## src/rtl/conv1_c_dump_reader_if.sv

```systemverilog
// Bus bundle for the conv1 C dump reader.
// It carries the accumulator BRAM read port and the output beat stream.
// The master side is the reader; the slave side is the BRAM plus the downstream consumer.
interface conv1_c_dump_reader_if #(
    parameter int ACC_W  = 32,
    parameter int ADDR_W = 18
);
    logic                     rd_en;
    logic [ADDR_W-1:0]        rd_addr;
    logic signed [ACC_W-1:0]  rd_data;
    logic                     rd_valid;

    logic                     m_valid;
    logic                     m_ready;
    logic signed [ACC_W-1:0]  m_data;
    logic [5:0]               m_co;
    logic [11:0]              m_pix;
    logic                     m_last;

    modport master (
        output rd_en, rd_addr,
        input  rd_data, rd_valid,
        output m_valid, m_data, m_co, m_pix, m_last,
        input  m_ready
    );

    modport slave (
        input  rd_en, rd_addr,
        output rd_data, rd_valid,
        input  m_valid, m_data, m_co, m_pix, m_last,
        output m_ready
    );
endinterface

```

## src/rtl/conv1_c_dump_reader.sv

```systemverilog
// Streams the conv1 C accumulator BRAM out in channel-major order.
// The read order is co outer, pixel inner, and the address is walked with adds only.
// Each read carries its (co, pix, last) tags through a one-deep in-flight stage.
// The tagged data then lands in a 2-entry output FIFO.
// A read is issued only when a FIFO slot is guaranteed for its data.
// ACC_W_P defaults to 32, the backbone accumulator width ACC_W.
module conv1_c_dump_reader #(
    parameter int M_TOTAL = 3136,
    parameter int N_TOTAL = 64,
    parameter int ACC_W_P = 32,
    parameter int ADDR_W  = 18
) (
    input  logic clk,
    input  logic rst,
    input  logic start,
    output logic busy,
    output logic done,
    conv1_c_dump_reader_if.master bus
);

    typedef enum logic [1:0] {IDLE, RUN, DRAIN, FIN} state_t;

    localparam logic [5:0]        CO_LAST   = 6'(N_TOTAL - 1);
    localparam logic [11:0]       PIX_LAST  = 12'(M_TOTAL - 1);
    localparam logic [ADDR_W-1:0] ADDR_STEP = ADDR_W'(N_TOTAL);

    state_t r_state;
    state_t w_nextState;

    logic [5:0]        r_co;
    logic [11:0]       r_pix;
    logic [ADDR_W-1:0] r_addr;

    logic              r_inflight;
    logic [5:0]        r_ifCo;
    logic [11:0]       r_ifPix;
    logic              r_ifLast;

    logic signed [ACC_W_P-1:0] r_fifoData [2];
    logic [5:0]                r_fifoCo   [2];
    logic [11:0]               r_fifoPix  [2];
    logic                      r_fifoLast [2];
    logic                      r_wrPtr;
    logic                      r_rdPtr;
    logic [1:0]                r_count;

    logic       w_valid;
    logic       w_push;
    logic       w_pop;
    logic       w_lastIssue;
    logic [2:0] w_credit;
    logic       w_rdEn;

    // Stream handshake, and the FIFO/in-flight bookkeeping that gates new reads.
    // The credit counts the pop happening this cycle, which keeps 1 beat/cycle while the FIFO is full.
    assign w_valid     = (r_count != 2'd0);
    assign w_pop       = w_valid && bus.m_ready;
    assign w_push      = r_inflight && bus.rd_valid;
    assign w_lastIssue = (r_co == CO_LAST) && (r_pix == PIX_LAST);
    assign w_credit    = 3'(r_count) + 3'(r_inflight) - 3'(w_pop);

    assign bus.rd_en   = w_rdEn;
    assign bus.rd_addr = r_addr;
    assign bus.m_valid = w_valid;
    assign bus.m_data  = r_fifoData[r_rdPtr];
    assign bus.m_co    = r_fifoCo[r_rdPtr];
    assign bus.m_pix   = r_fifoPix[r_rdPtr];
    assign bus.m_last  = r_fifoLast[r_rdPtr];

    // FSM state register.
    always_ff @(posedge clk or posedge rst) begin
        if (rst) begin
            r_state <= IDLE;
        end else begin
            r_state <= w_nextState;
        end
    end

    // FSM next-state logic; start is only looked at in IDLE.
    always_comb begin
        w_nextState = r_state;
        case (r_state)
            IDLE:    if (start) w_nextState = RUN;
            RUN:     if (w_rdEn && w_lastIssue) w_nextState = DRAIN;
            DRAIN:   if (w_pop && bus.m_last) w_nextState = FIN;
            FIN:     w_nextState = IDLE;
            default: w_nextState = IDLE;
        endcase
    end

    // FSM outputs: status flags, plus the read request gated by FIFO credit.
    always_comb begin
        busy   = 1'b0;
        done   = 1'b0;
        w_rdEn = 1'b0;
        case (r_state)
            RUN: begin
                busy   = 1'b1;
                w_rdEn = (w_credit < 3'd2);
            end
            DRAIN:   busy = 1'b1;
            FIN:     done = 1'b1;
            default: ;
        endcase
    end

    // Channel/pixel counters and the incremental address.
    // The address steps by N_TOTAL per pixel and restarts at co+1 when the pixel count wraps.
    always_ff @(posedge clk or posedge rst) begin
        if (rst) begin
            r_co   <= '0;
            r_pix  <= '0;
            r_addr <= '0;
        end else if (r_state == IDLE && start) begin
            r_co   <= '0;
            r_pix  <= '0;
            r_addr <= '0;
        end else if (w_rdEn) begin
            if (r_pix == PIX_LAST) begin
                r_pix  <= '0;
                r_co   <= r_co + 6'd1;
                r_addr <= ADDR_W'(r_co) + ADDR_W'(1);
            end else begin
                r_pix  <= r_pix + 12'd1;
                r_addr <= r_addr + ADDR_STEP;
            end
        end
    end

    // In-flight stage: records the tags of the read issued last cycle until its data returns.
    always_ff @(posedge clk or posedge rst) begin
        if (rst) begin
            r_inflight <= 1'b0;
            r_ifCo     <= '0;
            r_ifPix    <= '0;
            r_ifLast   <= 1'b0;
        end else begin
            r_inflight <= w_rdEn;
            if (w_rdEn) begin
                r_ifCo   <= r_co;
                r_ifPix  <= r_pix;
                r_ifLast <= w_lastIssue;
            end
        end
    end

    // Two-entry output FIFO; a simultaneous push and pop keeps the occupancy unchanged.
    always_ff @(posedge clk or posedge rst) begin
        if (rst) begin
            for (int i = 0; i < 2; i++) begin
                r_fifoData[i] <= '0;
                r_fifoCo[i]   <= '0;
                r_fifoPix[i]  <= '0;
                r_fifoLast[i] <= 1'b0;
            end
            r_wrPtr <= 1'b0;
            r_rdPtr <= 1'b0;
            r_count <= 2'd0;
        end else begin
            if (w_push) begin
                r_fifoData[r_wrPtr] <= bus.rd_data;
                r_fifoCo[r_wrPtr]   <= r_ifCo;
                r_fifoPix[r_wrPtr]  <= r_ifPix;
                r_fifoLast[r_wrPtr] <= r_ifLast;
                r_wrPtr             <= ~r_wrPtr;
            end
            if (w_pop) begin
                r_rdPtr <= ~r_rdPtr;
            end
            r_count <= r_count + 2'(w_push) - 2'(w_pop);
        end
    end

endmodule

```

## src/flat_wrapper.sv

```systemverilog
// flat-port wrapper written by rule: the top's interface ports become plain ports
module conv1_c_dump_reader_flat 
#(
    parameter int M_TOTAL = 3136,
    parameter int N_TOTAL = 64,
    parameter int ACC_W_P = 32,
    parameter int ADDR_W  = 18
)
  (clk, rst, start, busy, done, bus_rd_en, bus_rd_addr, bus_rd_data, bus_rd_valid, bus_m_valid, bus_m_data, bus_m_co, bus_m_pix, bus_m_last, bus_m_ready);
  conv1_c_dump_reader_if #(.ACC_W(32), .ADDR_W(ADDR_W)) bus_i ();
  input  logic clk;
  input  logic rst;
  input  logic start;
  output logic busy;
  output logic done;
  output wire logic [$bits(bus_i.rd_en)-1:0] bus_rd_en;
  output wire logic [$bits(bus_i.rd_addr)-1:0] bus_rd_addr;
  input wire logic [$bits(bus_i.rd_data)-1:0] bus_rd_data;
  input wire logic [$bits(bus_i.rd_valid)-1:0] bus_rd_valid;
  output wire logic [$bits(bus_i.m_valid)-1:0] bus_m_valid;
  output wire logic [$bits(bus_i.m_data)-1:0] bus_m_data;
  output wire logic [$bits(bus_i.m_co)-1:0] bus_m_co;
  output wire logic [$bits(bus_i.m_pix)-1:0] bus_m_pix;
  output wire logic [$bits(bus_i.m_last)-1:0] bus_m_last;
  input wire logic [$bits(bus_i.m_ready)-1:0] bus_m_ready;
  assign bus_rd_en = bus_i.rd_en;
  assign bus_rd_addr = bus_i.rd_addr;
  assign bus_i.rd_data = bus_rd_data;
  assign bus_i.rd_valid = bus_rd_valid;
  assign bus_m_valid = bus_i.m_valid;
  assign bus_m_data = bus_i.m_data;
  assign bus_m_co = bus_i.m_co;
  assign bus_m_pix = bus_i.m_pix;
  assign bus_m_last = bus_i.m_last;
  assign bus_i.m_ready = bus_m_ready;
  conv1_c_dump_reader #(.M_TOTAL(M_TOTAL), .N_TOTAL(N_TOTAL), .ACC_W_P(ACC_W_P), .ADDR_W(ADDR_W)) u_core (.clk(clk), .rst(rst), .start(start), .busy(busy), .done(done), .bus(bus_i));
endmodule
```

## config.mk

```make
export PLATFORM = sky130hd
export DESIGN_NAME = conv1_c_dump_reader_flat
export DESIGN_NICKNAME = d
export VERILOG_FILES = /design/src/rtl/conv1_c_dump_reader_if.sv /design/src/rtl/conv1_c_dump_reader.sv /design/src/flat_wrapper.sv
export SDC_FILE = /design/constraint.sdc
export NUM_CORES = 1
export LEC_CHECK = 0
export CAP_MARGIN = 30
export CORE_UTILIZATION = 35
export CTS_CLUSTER_DIAMETER = 40
export DETAILED_ROUTE_END_ITERATION = 6
export SETUP_SLACK_MARGIN = 0.15
export SYNTH_ARGS = -nofsm -noshare
export SYNTH_HDL_FRONTEND = slang
export SYNTH_SLANG_ARGS = --single-unit
```

## constraint.sdc

```tcl
create_clock -name clk -period 9.43 [get_ports clk]
set_clock_uncertainty 0.15 [all_clocks]
set_input_delay 1.886 -clock clk [delete_from_list [all_inputs] [get_ports clk]]
set_output_delay 1.886 -clock clk [all_outputs]
set_load 0.01 [all_outputs]
```

== After elaboration in Yosys (flattened, before gate mapping) ==
Cells that the tools add are included.

* Flip-flop bits (word level): 164
* Bits in latches: 0
* Bits in writable memories: 0
* ROM bits: 0
* Input port bits: 37
* Output and inout bits: 73
* Logic and storage cells: 97
* Memories kept: 0

* $add $sub $neg: 8
* Multipliers: 0
* Divide/modulo/power cells: 0
* Magnitude comparators: 4
* Equal/unequal tests: 8
* Shift operators: 0
* Multiplexer cells: 40
* Bitwise operators: 4
* Reductions and logical operators: 14

{| class="wikitable"
|+ Operator list
! cell !! count
|-
| $mux 32 || 4
|-
| $mux 12 || 7
|-
| $bwmux 64 || 1
|-
| $mux 18 || 3
|-
| $mux 6 || 7
|-
| $demux 32 s1 || 1
|-
| $bwmux 24 || 1
|-
| $add 18x7->18 const B || 1
|-
| $add 12x1->12 const B || 1
|-
| $bwmux 12 || 1
|-
| $demux 12 s1 || 1
|-
| $eq 12x12->1 const B || 1
|-
| $pmux 2 s4 || 1
|-
| $add 6x1->7 const B || 1
|-
| $logic_and 1x1->1 || 7
|-
| $mux 1 || 7
|-
| $add 6x1->6 const B || 1
|-
| $demux 6 s1 || 1
|-
| $eq 6x6->1 const B || 1
|-
| $mux 2 || 3
|-
| $reduce_bool 2->1 || 3
|-
| $eq 2x2->1 const B || 2
|-
| $ge 2x2->1 const B || 2
|-
| $ne 2x1->1 const B || 2
|-
| other kinds (16) || 18
|}

== Longest topological paths before layout ==
Gate-level depths: netlist (run 1).

* Depth after elaboration: 8
* Gate-level depth with buffers: 12
* Depth with buffers taken out: 10

== Worst setup path after synthesis (run 1) ==
OpenSTA, ideal clock, no wires.

* Path type: input port to output port
* Start point: in bus_m_ready
* End point: out bus_rd_en
* Arrival: 3.461 ns
* Data required time: 7.394 ns
* Path slack: 3.933 ns
* Stages on the path: 7
* Path buffers: 1
* Cells stage by stage: xor2_1 -> nand2_1 -> fa_1 -> xnor2_1 -> nand3_1 -> clkinv_1 -> clkbuf_1

* Cells in the longest elaborated chain, start to end: 4

{| class="wikitable"
|+ RTL lines
! what !! line !! source
|-
| from (decl) || flat_wrapper.sv:25 || <nowiki>input wire logic [$bits(bus_i.m_ready)-1:0] bus_m_ready;</nowiki>
|-
| $logic_and 1x1->1 || conv1_c_dump_reader.sv:57 || <nowiki>assign w_pop = w_valid && bus.m_ready;</nowiki>
|-
| $sub 3x1->3 || conv1_c_dump_reader.sv:60 || <nowiki>assign w_credit = 3'(r_count) + 3'(r_inflight) - 3'(w_pop);</nowiki>
|-
| $lt 3x2->1 || conv1_c_dump_reader.sv:99 || <nowiki>w_rdEn = (w_credit < 3'd2);</nowiki>
|-
| $mux 1 || conv1_c_dump_reader.sv:96 || <nowiki>case (r_state)</nowiki>
|-
| to (decl) || flat_wrapper.sv:16 || <nowiki>output wire logic [$bits(bus_i.rd_en)-1:0] bus_rd_en;</nowiki>
|}

No other way between the ends.

== Final worst setup path (run 1) ==
Same ends and word-level chain as after synthesis.

==> run_results.csv, run 1 <==
group,metric,value,unit
run_status,status,"completed",
clock_tree,ctsResizeCount,0,
synthesis,synth_area,7280,µm²
global_routing,grtUsageTotal,15.0,%
clock_tree,clock_sinks,164,
critical_path,crit_type,"primary input to output port",
critical_path,cp.arrival,4.38,ns
clock_tree,clk_latency,0.42,ns
critical_path,critical-path-top-delay-family,"buffers and inverters",
sta,finalSetupTns,0,ns
sta,drv_slew,0,
sta,fin_crit,6.42,ns
floorplan,die_width,146,µm
synthesis,ys.flop_type,"dfrtp_1",
synthesis,synth_cells,581,
sta,fmax,156,MHz
clock_tree,cts_buffers,17,
sta,post-route-period-util,68.0,%
floorplan,coreArea,20300,µm²
global_routing,grt_pass1_vias,4886,
critical_path,startpoint_type,"primary input",
clock_tree,path_clk_slew,0.06,ns
sta,setup_viol,0,
drt,dr.pass1.iters,4,
global_routing,gr-total-overflow,0,
placement,gp_congestion,0.848,
synthesis,syn_area_per_cell,12.5,µm²
finish,layout_common_cells,"163 x dfrtp_1, 153 x mux2_2, 109 x clkdlybuf4s50_1, 87 x nand2_1, 28 x nor2_1",
finish,num-nets-final,736,
synthesis,synth-edff-count,0,
critical_path,cp.depth,9,
min_path,min_path_type,"flop to flop",
finish,diodes,0,
placement,io_buffers,109,
global_routing,antenna_found_initial,0,
finish,drive_gt1_share,29.2,%
sta,rsz0062_at_grt,"no",
finish,postLayoutCellArea,9320,µm²
clock_tree,post-cts-setup-buffers,0,
sta,tightest_slew,0.744,ns
drt,wl_per_cell,15.5,µm
global_routing,grt_first_pass_wirelength,25300,µm
critical_path,crit_chain,"clkdlybuf4s50_1 > xor2_1 > nand2_1 > fa_1 > xnor2_1 > nand3_1 > buf_4 > clkinv_1 > clkdlybuf4s50_1",
critical_path,cpMostUsedCell,"clkdlybuf4s50_1",
finish,mostFrequentLayoutCell,"dfrtp_1",
synthesis,async_flop_share,100,%
floorplan,rows,52,
synthesis,syn-num-nets,628,
synthesis,yosysWarnings,0,
drt,ant_nets,0,
power_and_ir_drop,ir_worst_vdd,0.000162,V
critical_path,timing.rr.end,"u_core.r_state[1]",
floorplan,io_pins,110,
power_and_ir_drop,leakagePower,4.16,nW
clock_tree,clockBufferDepth,2,
sta,slew-limit-headroom,50.4,%
clock_tree,htree_levels,4,
critical_path,crit_slowest_cell,"clkdlybuf4s50_1",
clock_tree,holdBufCountCts,0,
critical_path,required,7.39,ns
finish,syn2layout_area_growth,28.0,%
critical_path,critPathMaxStageDelay,0.59,ns
floorplan,start_util,35.9,%
critical_path,r2r-start,"u_core.r_count[1]",
run,cap_viol_max_count,0,
critical_path,r2r_cells,10,
drt,drc,0,
critical_path,crit_path_max_fanout,28,
drt,vias_per_cell,4.87,
critical_path,crit_buf_inv,4,
power_and_ir_drop,power_density,325,nW/µm²
global_routing,grt_max_degree,108,
critical_path,r2r_slack,5.78,ns
floorplan,dieArea,21400,µm²
placement,place_area,8670,µm²
drt,drtIter0Drc,196,
synthesis,ys_types,40,
placement,dp_hpwl,9710,µm
synthesis,ys_seq_elements,164,
clock_tree,root_buffer,"clkbuf_16",
clock_tree,cts_tree,"done",
synthesis,seq_area_frac_synth,56.3,%
critical_path,crit_path_end,"bus_rd_en",
sta,hold_violations,0,
critical_path,cp-startpoint,"bus_m_ready",
floorplan,die_h,146,µm
drt,wirelength,15000,µm
drt,routed-via-count,4733,
critical_path,end_kind,"output port",
==> layer usage <==
| metal | GRT usage, % | vias up | share of wire [%] |
|---|---|---|---|
| met4 | 5.21 | 0 | 1.0 |
| li1 | - | 2222 | - |
| met3 | 3.44 | 9 | 4.2 |
| met1 | 20.6 | 2376 | 48 |
| met2 | 23.1 | 126 | 47 |
| met5 | 0 | - | 0 |
==> worst min-delay path by stage <==
stage	slack, ns	endpoint	depth (start not counted)	startpoint
after floorplan	0.30	u_core.r_wrPtr	1	u_core.r_wrPtr
after global placement	0.33	u_core.r_fifoData[12]	1	u_core.r_fifoData[12]
after detailed placement	0.34	u_core.r_fifoPix[9]	1	u_core.r_fifoPix[9]
after CTS	0.35	u_core.r_fifoPix[9]	1	u_core.r_fifoPix[9]
after global routing	0.36	u_core.r_rdPtr	1	u_core.r_rdPtr
final	0.35	u_core.r_rdPtr	1	u_core.r_rdPtr
==> layout make-up <==
cell class,instances,area [µm²]
repair buffers,117,1170
multi-input cells,382,3050
inverters,7,31.3
well taps,270,338
clock inverters,13,183
fillers,1856,11000
clock buffers,19,443
flip-flops and latches,164,4110
==> registers in the layout, summed over array words and instances, names as in the netlist <==
signal / count
u_core.r_pix: 12
u_core.r_ifCo: 6
u_core.r_inflight: 1
u_core.r_fifoPix: 24
u_core.r_state: 2
u_core.r_ifPix: 12
u_core.r_count: 2
u_core.r_wrPtr: 1
u_core.r_rdPtr: 1
u_core.bus.rd_addr: 18
u_core.r_fifoLast: 2
u_core.r_ifLast: 1
u_core.r_co: 6
u_core.r_fifoCo: 12
u_core.r_fifoData: 64
==> stage by stage <==
step	utilization [%]	instances	power (mW)	setup WS (ns)	hold slack, ns
CTS	45.8	971	3.07	2.99	0.354
detailed placement	42.7	939	2.33	3.02	0.339
global route	45.9	972	3.22	2.87	0.360
finish	45.9	972	3.03	3.01	0.349
global placement	42.7	939	2.29	3.05	0.331
floorplan	-	581	1.82	2.96	0.304
==> worst register-to-register path, stage by stage (launching register included) <==
cell and delay, ns:
dfrtp_1 0.44, or2_2 0.33, nand2_1 0.11, nor2_1 0.07, fa_1 0.43, xnor2_1 0.23
nand3_1 0.11, buf_4 0.23, or4_4 0.58, a222oi_1 0.48, mux2_1 0.37
==> power breakdown <==
group	switching, mW	internal [mW]
combinational	0.572	0.669
sequential	0.134	0.925
clock	0.282	0.449
total	0.989	2.04
==> cells in the mapped netlist (7+ instances only) <==
cell	number	area share (%)
xor2_1	13	1.6
nor3_1	11	0.76
nor2_1	28	1.4
a21oi_1	9	0.62
nand2_1	88	4.5
xnor2_1	18	2.2
clkbuf_1	21	1.1
mux2_2	153	24
nand4_1	7	0.60
dfrtp_1	164	56
ha_1	9	1.5
nand3_1	10	0.69
==> logic make-up (layout without fill, tap and decap cells) <==
| kind of cell | count (synthesis) | count (layout) | share of synthesized area, % |
|---|---|---|---|
| AOI/OAI and AO/OA | 22 | 22 | 1.96 |
| xor gates and xnor gates | 31 | 31 | 3.73 |
| adders and majority gates | 10 | 10 | 1.82 |
| buffers and inverters | 35 | 156 | 1.82 |
| DFF | 164 | 164 | 56.3 |
| muxes | 156 | 156 | 24.1 |
| and+or+nand+nor | 163 | 163 | 10.3 |
Note: power is estimated with default switching activity, not from simulation.
==> run 2: changes to the inputs <==
==> constraint.sdc (replaced) <==
create_clock -name clk -period 5.38 [get_ports clk]
set_clock_uncertainty 0.15 [all_clocks]
set_input_delay 1.076 -clock clk [delete_from_list [all_inputs] [get_ports clk]]
set_output_delay 1.076 -clock clk [all_outputs]
set_load 0.01 [all_outputs]
==> run 2 against run 1 <==
Against the previous run: die area is the same; critical path depth shrank 1; hold slack is essentially flat; highest routed layer unchanged; register-to-register slack got worse by 4.2 ns; non-clock buffer count is the same; largest cell class unchanged; global-route usage is 0.18 points higher; first-iteration DRC count up 33%.
==> run_results.csv, run 2 (same netlist as run 1, synthesis figures left out) <==
group,metric,value,unit
placement,post-place-ws,0.601,ns
placement,place_area,8700,µm²
clock_tree,holdBufCountCts,0,
sta,post-route-period-util,87.4,%
clock_tree,post-cts-setup-buffers,0,
finish,syn2layout_area_growth,27.1,%
floorplan,die_h,146,µm
global_routing,gr-total-overflow,0,
sta,setup_viol,0,
finish,largest_register,"u_core.r_fifoData",
finish,diodes,0,
placement,gp_congestion,0.787,
global_routing,grt_first_pass_wirelength,25700,µm
critical_path,cp.arrival,3.48,ns
global_routing,grt_pass1_vias,5007,
critical_path,critical-path-top-delay-family,"buffers and inverters",
sta,finalWorstSetupSlack,0.678,ns
global_routing,grtUsageTotal,15.1,%
clock_tree,cts_buffers,17,
placement,dp_hpwl,10100,µm
finish,num-nets-final,736,
critical_path,cpMostUsedCell,"clkdlybuf4s50_1",
critical_path,crit_chain,"clkdlybuf4s50_1 > xor2_1 > nand2_1 > fa_1 > xnor2_1 > nand3_1 > clkinv_1 > clkdlybuf4s50_1",
critical_path,critPathMaxStageDelay,0.59,ns
run_status,status,"completed",
clock_tree,root_buffer,"clkbuf_16",
critical_path,crit_buf_inv,3,
drt,drtIter0Drc,260,
clock_tree,clock_sinks,164,
floorplan,io_pins,110,
placement,io_buffers,109,
clock_tree,path_clk_slew,0.06,ns
global_routing,grt_max_degree,110,
finish,largest_reg_flops,64,
floorplan,dieArea,21400,µm²
finish,fillCellCount,1851,
sta,fmax,213,MHz
sta,tightest_slew,0.852,ns
clock_tree,clockBufferDepth,2,
finish,layout_common_cells,"163 x dfrtp_1, 153 x mux2_2, 109 x clkdlybuf4s50_1, 87 x nand2_1, 28 x nor2_1",
drt,wirelength,15300,µm
clock_tree,cts_tree,"done",
floorplan,start_util,35.9,%
sta,drv_slew,0,
finish,seq_area,4110,µm²
power_and_ir_drop,leakagePower,4.14,nW
power_and_ir_drop,ir_worst_vdd,0.000227,V
power_and_ir_drop,finalPower,5.19,mW
drt,routed-via-count,4699,
critical_path,end_kind,"output port",
critical_path,crit_type,"primary input to output port",
critical_path,startpoint_type,"primary input",
sta,rsz0062_at_grt,"no",
min_path,min_path_type,"flop to flop",
run,cap_viol_max_count,0,
drt,vias_per_cell,4.83,
finish,multi_input_area,3050,µm²
sta,hold_violations,0,
finish,drive_gt1_share,29.3,%
power_and_ir_drop,power_density,561,nW/µm²
sta,fin_crit,4.70,ns
floorplan,rows,52,
floorplan,coreArea,20300,µm²
drt,drc,0,
clock_tree,ctsResizeCount,0,
finish,postLayoutCellArea,9260,µm²
drt,wl_per_cell,15.7,µm
drt,ant_nets,0,
sta,finalSetupTns,0,ns
floorplan,die_width,146,µm
finish,mostFrequentLayoutCell,"dfrtp_1",
global_routing,antenna_found_initial,0,
drt,dr.pass1.iters,5,
critical_path,crit_path_max_fanout,6,
critical_path,crit_slowest_cell,"clkdlybuf4s50_1",
sta,slew-limit-headroom,43.2,%
critical_path,required,4.15,ns
clock_tree,clk_latency,0.43,ns
clock_tree,htree_levels,4,
==> run 2: path summary, 6_finish.rpt <==
kind / startpoint / endpoint / slack [ns] / depth (start not counted)
setup / recovery: bus_m_ready / bus_rd_en / 0.68 / 8
hold / removal: u_core.r_wrPtr / u_core.r_wrPtr / 0.35 / 1
setup reg to reg: u_core.r_count[1] / u_core.r_state[1] / 1.58 / 10
hold reg to reg: u_core.r_wrPtr / u_core.r_wrPtr / 0.35 / 1
max in group asynchronous: rst / u_core.r_ifPix[2] / 3.35 / 3
min in group asynchronous: rst / u_core.r_count[0] / 0.82 / 2
==> run 2: cell type report <==
class                           instances  share of cell area (%)
Clock buffer                           17                    4.59
Clock inverter                         15                    1.45
Inverter                                7                   0.324
Multi-Input combinational cell        382                    33.0
Sequential cell                       164                    44.3
Tap cell                              270                    3.65
Timing Repair Buffer                  117                    12.7
==> run 2: where the power goes <==
| part | switching (mW) | internal (mW) | total [mW] |
|---|---|---|---|
| clock network | 0.511 | 0.640 | 1.15 |
| logic | 0.962 | 1.17 | 2.14 |
| registers | 0.285 | 1.62 | 1.90 |
==> run 2: through the flow <==
step / hold slack (ns) / cells / util (%)
2_1_floorplan: 0.304 / 581 / -
3_3_place_gp: 0.330 / 939 / 42.8
3_5_place_dp: 0.337 / 940 / 42.9
4_1_cts: 0.352 / 972 / 45.6
5_1_grt: 0.359 / 972 / 45.6
6_report: 0.349 / 972 / 45.6
==> run 2: routing by layer <==
metal | track usage, % | routed length (µm) | vias up
met5 | 0 | 0 | -
met4 | 5.21 | 218 | 0
met3 | 3.50 | 631 | 15
met2 | 24.1 | 7270 | 113
met1 | 20.3 | 7180 | 2352
li1 | - | - | 2219
